## src/rtl/uart_fifo_pkg.sv

```systemverilog
// Shared definitions for the UART FIFO buffer: default widths and the status flag bundle.
package uart_fifo_pkg;

  parameter int unsigned DefaultAddrWidth = 3;
  parameter int unsigned DefaultDataWidth = 8;

  typedef struct packed {
    logic full;
    logic empty;
    logic almost_full;
    logic almost_empty;
    logic overflow;
    logic underflow;
  } fifo_flags_t;

  localparam fifo_flags_t FlagsReset = '{
    full:         1'b0,
    empty:        1'b1,
    almost_full:  1'b0,
    almost_empty: 1'b1,
    overflow:     1'b0,
    underflow:    1'b0
  };

endpackage

```

## src/rtl/fifo_mem.sv

```systemverilog
// Dual-port storage array: synchronous write, asynchronous read, no reset.
module fifo_mem #(
  parameter int unsigned ADDR_WIDTH = 3,
  parameter int unsigned DATA_WIDTH = 8
) (
  input  logic                  clk,
  input  logic                  we,
  input  logic [ADDR_WIDTH-1:0] waddr,
  input  logic [DATA_WIDTH-1:0] wdata,
  input  logic [ADDR_WIDTH-1:0] raddr,
  output logic [DATA_WIDTH-1:0] rdata
);

  logic [DATA_WIDTH-1:0] mem [2**ADDR_WIDTH];

  always_ff @(posedge clk) begin
    if (we) begin
      mem[waddr] <= wdata;
    end
  end

  assign rdata = mem[raddr];

endmodule

```

## src/rtl/uart_fifo_buffer.sv

```systemverilog
// Show-ahead FIFO with registered status flags and sticky overflow/underflow errors.
module uart_fifo_buffer
  import uart_fifo_pkg::*;
#(
  parameter int unsigned ADDR_WIDTH = DefaultAddrWidth,
  parameter int unsigned DATA_WIDTH = DefaultDataWidth,
  parameter int unsigned AF_LEVEL   = (2**ADDR_WIDTH) - 1,
  parameter int unsigned AE_LEVEL   = 1
) (
  input  logic                  clk,
  input  logic                  reset,
  input  logic                  wr,
  input  logic [DATA_WIDTH-1:0] w_data,
  input  logic                  rd,
  output logic [DATA_WIDTH-1:0] r_data,
  input  logic                  flush,
  output logic                  full,
  output logic                  empty,
  output logic                  almost_full,
  output logic                  almost_empty,
  output logic [ADDR_WIDTH:0]   count,
  output logic                  overflow,
  output logic                  underflow,
  input  logic                  clr_err
);

  localparam int unsigned DEPTH = 2**ADDR_WIDTH;

  localparam logic [ADDR_WIDTH:0]   DepthCnt = DEPTH[ADDR_WIDTH:0];
  localparam logic [ADDR_WIDTH:0]   AfCnt    = AF_LEVEL[ADDR_WIDTH:0];
  localparam logic [ADDR_WIDTH:0]   AeCnt    = AE_LEVEL[ADDR_WIDTH:0];
  localparam logic [ADDR_WIDTH:0]   CntOne   = 1;
  localparam logic [ADDR_WIDTH-1:0] PtrOne   = 1;

  if (!((AE_LEVEL < AF_LEVEL) && (AF_LEVEL <= DEPTH))) begin : g_bad_levels
    $error("uart_fifo_buffer: requires AE_LEVEL < AF_LEVEL <= DEPTH");
  end

  logic [ADDR_WIDTH-1:0] wr_ptr_q, wr_ptr_d;
  logic [ADDR_WIDTH-1:0] rd_ptr_q, rd_ptr_d;
  logic [ADDR_WIDTH:0]   count_q, count_d;
  fifo_flags_t           flags_q, flags_d;
  logic                  push, pop, ovf_err, udf_err;

  // A full FIFO still accepts a push when a pop frees the head slot on the same edge.
  assign push    = wr && (!flags_q.full || rd);
  assign pop     = rd && !flags_q.empty;
  assign ovf_err = wr && flags_q.full && !rd;
  assign udf_err = rd && flags_q.empty;

  always_comb begin
    wr_ptr_d = wr_ptr_q;
    rd_ptr_d = rd_ptr_q;
    count_d  = count_q;
    flags_d  = FlagsReset;
    if (flush) begin
      wr_ptr_d = '0;
      rd_ptr_d = '0;
      count_d  = '0;
    end else begin
      if (push) wr_ptr_d = wr_ptr_q + PtrOne;
      if (pop)  rd_ptr_d = rd_ptr_q + PtrOne;
      if (push && !pop)      count_d = count_q + CntOne;
      else if (pop && !push) count_d = count_q - CntOne;
      // A new error wins over a simultaneous clear.
      flags_d.overflow  = (flags_q.overflow && !clr_err) || ovf_err;
      flags_d.underflow = (flags_q.underflow && !clr_err) || udf_err;
    end
    flags_d.full         = (count_d == DepthCnt);
    flags_d.empty        = (count_d == '0);
    flags_d.almost_full  = (count_d >= AfCnt);
    flags_d.almost_empty = (count_d <= AeCnt);
  end

  always_ff @(posedge clk) begin
    if (reset) begin
      wr_ptr_q <= '0;
      rd_ptr_q <= '0;
      count_q  <= '0;
      flags_q  <= FlagsReset;
    end else begin
      wr_ptr_q <= wr_ptr_d;
      rd_ptr_q <= rd_ptr_d;
      count_q  <= count_d;
      flags_q  <= flags_d;
    end
  end

  fifo_mem #(
    .ADDR_WIDTH(ADDR_WIDTH),
    .DATA_WIDTH(DATA_WIDTH)
  ) u_mem (
    .clk  (clk),
    .we   (push && !flush && !reset),
    .waddr(wr_ptr_q),
    .wdata(w_data),
    .raddr(rd_ptr_q),
    .rdata(r_data)
  );

  assign count        = count_q;
  assign full         = flags_q.full;
  assign empty        = flags_q.empty;
  assign almost_full  = flags_q.almost_full;
  assign almost_empty = flags_q.almost_empty;
  assign overflow     = flags_q.overflow;
  assign underflow    = flags_q.underflow;

endmodule

```

## config.mk

```make
export PLATFORM = sky130hd
export DESIGN_NAME = uart_fifo_buffer
export DESIGN_NICKNAME = d
export VERILOG_FILES = /design/src/rtl/uart_fifo_pkg.sv /design/src/rtl/fifo_mem.sv /design/src/rtl/uart_fifo_buffer.sv
export SDC_FILE = /design/constraint.sdc
export NUM_CORES = 1
export LEC_CHECK = 0
export BUFFER_PORTS_ARGS = -buffer_cell sky130_fd_sc_hd__buf_2
export CORE_ASPECT_RATIO = 1.2
export CORE_UTILIZATION = 40
export CTS_CLUSTER_DIAMETER = 120
export DETAILED_ROUTE_END_ITERATION = 6
export PLACE_DENSITY = 0.71
export SLEW_MARGIN = 20
export SYNTH_ARGS = -nofsm -noshare
export SYNTH_HDL_FRONTEND = slang
export SYNTH_HIERARCHICAL = 1
export SYNTH_SLANG_ARGS = --single-unit
export TNS_END_PERCENT = 20
```

## constraint.sdc

```tcl
create_clock -name clk -period 2.49 [get_ports clk]
set_clock_uncertainty 0.2 [all_clocks]
set_input_delay 0.6225 -clock clk [delete_from_list [all_inputs] [get_ports clk]]
set_output_delay 0.6225 -clock clk [all_outputs]
set_load 0.01 [all_outputs]
```

==> flow_metrics.env <==
export IMPL_outcome="finished, violations left"
export IMPL_violations="negative setup slack"
export IMPL_drtIter0Drc=156
export IMPL_wl_per_cell_um=17.8
export IMPL_clk_pin_slew_ns=0.07
export IMPL_rsz0062_at_grt="yes"
export IMPL_n_fill_cell=700
export IMPL_dr_pass1_iters=4
export IMPL_place_ws_ns=0.106
export IMPL_period_needed_ns=2.61
export IMPL_antenna_left=0
export IMPL_clkLatencyLatePin_ns=0.33
export IMPL_netlist_top_cells_area="edfxtp_1 (58%), mux4_1 (12%), dfxtp_1 (9.6%), mux2_2 (2.7%), nor2_1 (2.0%)"
export IMPL_layout_setup_ws_ns=-0.116
export IMPL_synthCells=192
export IMPL_drc=0
export IMPL_tightestPinTransition_ns=0.372
export IMPL_holdCritStartpoint="overflow"
export IMPL_cts_buffers=9
export IMPL_gr_usage_all_layers=0.157
export IMPL_ys_types=39
export IMPL_ios=32
export IMPL_core_um2=8110
export IMPL_max_clock_freq_mhz=384
export IMPL_root_buffer="clkbuf_8"
export IMPL_synth_top_cell_area_share=0.579
export IMPL_final_cell_area_um2=3900
export IMPL_final_nets=262
export IMPL_holdPathStages=2
export IMPL_antenna_found_initial=0
export IMPL_hold_viol=0
export IMPL_worst_path_stages=4
export IMPL_drv_cap=0
export IMPL_cp_slowest_stage_delay_ns=0.50
export IMPL_postCtsHoldBufs=0
export IMPL_synth_top_area_cell="edfxtp_1"
export IMPL_grt_max_degree=15
export IMPL_critPathSlowestCell="mux4_2"
export IMPL_powerDensity_nw_per_um2=610
export IMPL_rrSetupSlack_ns=0.58
export IMPL_tritoncts="built"
export IMPL_io_buffers=31
export IMPL_clockBufferDepth=2
export IMPL_overflow=0
export IMPL_yosys_warnings=6
export IMPL_slew_viol_final=0
export IMPL_ir_worst_vdd_mv=0.434
export IMPL_synth_nets=210
export IMPL_placed_area_um2=3670
export IMPL_critPathTopFamily="multiplexers"
export IMPL_via_per_inst=5.27
export IMPL_row_count=36
export IMPL_dieWidth_um=85.2
export IMPL_area_delta_synth_final_pct=17.5
export IMPL_gp_congestion=0.784
export IMPL_critical_path_required_ns=1.67
export IMPL_p_leak_uw=0.00135
export IMPL_crit_fanout=8
export IMPL_antenna_cells=0
export IMPL_fin_crit_sh=1.05
export IMPL_vias=1806
export IMPL_post_route_util=0.481
export IMPL_totalWireLength_um=6120
export IMPL_initial_utilization=0.410
export IMPL_fin_worst_hold_slack_ns=0.273
export IMPL_htree_levels=3
export IMPL_grt_pass1_wl_um=9670
export IMPL_hold_class="register to register"
export IMPL_relSlewSlack=0.751
export IMPL_synth_async_sr_flop_share=0
export IMPL_crit_chain="buf_12, mux4_2, mux2_4, buf_6"
export IMPL_crit_path_start_kind="register"
export IMPL_rr_startpoint="count[0]"
export IMPL_worst_path_buf_inv=2
export IMPL_grt_pass1_vias=1836
export IMPL_whs_endpoint="overflow"
export IMPL_ys_seq_elements=80
export IMPL_syn_area_per_cell_um2=17.3
export IMPL_synth_edff_count=64
export IMPL_setup_tns_ns=-0.853
export IMPL_drive_above_1_share=0.379
export IMPL_rr_worst_depth=6
export IMPL_cp_arrival_ns=1.78
export IMPL_hpwl_um=3850
export IMPL_clock_sink_count=80
export IMPL_cp_end_kind="output pin"
export IMPL_synth_ff_type="edfxtp_1"
export IMPL_fp_dieH_um=102
export IMPL_regToRegEndpoint="empty"
export IMPL_die_area_um2=8670
export IMPL_yosysSeqAreaShare=0.675
export IMPL_synth_area_um2=3320
export IMPL_worstSetupPathType="register to output pin"
export IMPL_final_setup_viol_count=8
-- cell usage after synthesis (all sizes together) (4+ instances only) --
master / number
mux2: 8
buf: 5
dfxtp: 16
nor2: 18
nor3: 7
edfxtp: 64
mux4: 16
nand2b: 6
ha: 4
a21oi: 7
nand2: 8
-- what timing repair did --
| action | CTS | global route |
|---|---|---|
| setup buffers | 4 | 0 |
| cloned | 2 | 0 |
| gates resized for setup | 30 | 7 |
| pin swaps | 0 | 0 |
| endpoints found under the setup margin | 8 | 8 |
-- final cells by class --
type,count,area [µm²],area share
clock buffer,10,128,0.0327
multi-input combinational,103,995,0.255
timing repair buffer,48,383,0.0981
clock inverter,5,25.0,0.00641
tap,95,119,0.0305
sequential,80,2250,0.576
inverter,2,7.51,0.00192
-- kinds of logic (layout without fill, tap and decap cells) --
logic type,after synthesis,count (layout),share of synthesized area
muxes,25,25,0.156
buffers and inverters,9,65,0.0181
and+or+nand+nor,52,52,0.0908
xor gates and xnor gates,4,4,0.0105
AOI/OAI and AO/OA,18,18,0.0350
adders and majority gates,4,4,0.0151
DFF,80,80,0.675
-- report_power, final --
| part | switching [µW] | internal [µW] | total [µW] |
|---|---|---|---|
| clock network | 418 | 347 | 765 |
| logic | 73.5 | 72.1 | 146 |
| registers | 14.7 | 1450 | 1470 |
| total | 507 | 1870 | 2380 |
-- flip-flops by register name, summed over array words and instances (netlist names) --
register / flops
empty: 1
almost_full: 1
full: 1
wr_ptr_q: 3
count: 4
almost_empty: 1
rd_ptr_q: 3
overflow: 1
u_mem/mem: 64
underflow: 1
-- layout by cell type, fill, tap and decap left out, types with 6 or more instances in the layout --
master	netlist	layout
clkbuf_8	0	9
mux4_2	1	16
nor2_1	18	18
edfxtp_1	64	64
a21oi_1	7	7
nand2b_1	6	6
buf_6	1	8
dfxtp_1	16	15
buf_4	0	13
buf_2	2	23
nand2_1	8	8
mux2_4	0	7
-- metal layers --
layer / up-vias / share of wire / GRT usage
met5: - / 0 / 0
met4: 0 / 0.030 / 0.115
met3: 16 / 0.046 / 0.0380
met2: 53 / 0.51 / 0.257
met1: 891 / 0.41 / 0.182
li1: 846 / - / -
-- worst min-delay path: stages (launching register included) --
cell and delay [ns]:
dfxtp_1 0.31, nand2b_1 0.06, a21oi_1 0.06
-- stage by stage --
step	power [µW]	instances
after global routing	2460	343
after floorplan	1570	192
final	2380	343
after detailed placement	1630	324
after global placement	1620	324
after CTS	2410	345
-- worst max-delay path by stage --
| stage | from | end |
|---|---|---|
| 2_1_floorplan | flush | u_mem/mem[4][0] |
| 3_3_place_gp | rd_ptr_q[0] | r_data[7] |
| 3_5_place_dp | rd_ptr_q[0] | r_data[4] |
| 4_1_cts | rd_ptr_q[0] | r_data[6] |
| 5_1_grt | rd_ptr_q[0] | r_data[0] |
| 6_report | rd_ptr_q[0] | r_data[0] |
No activity file was read; power rests on OpenSTA's default activity.
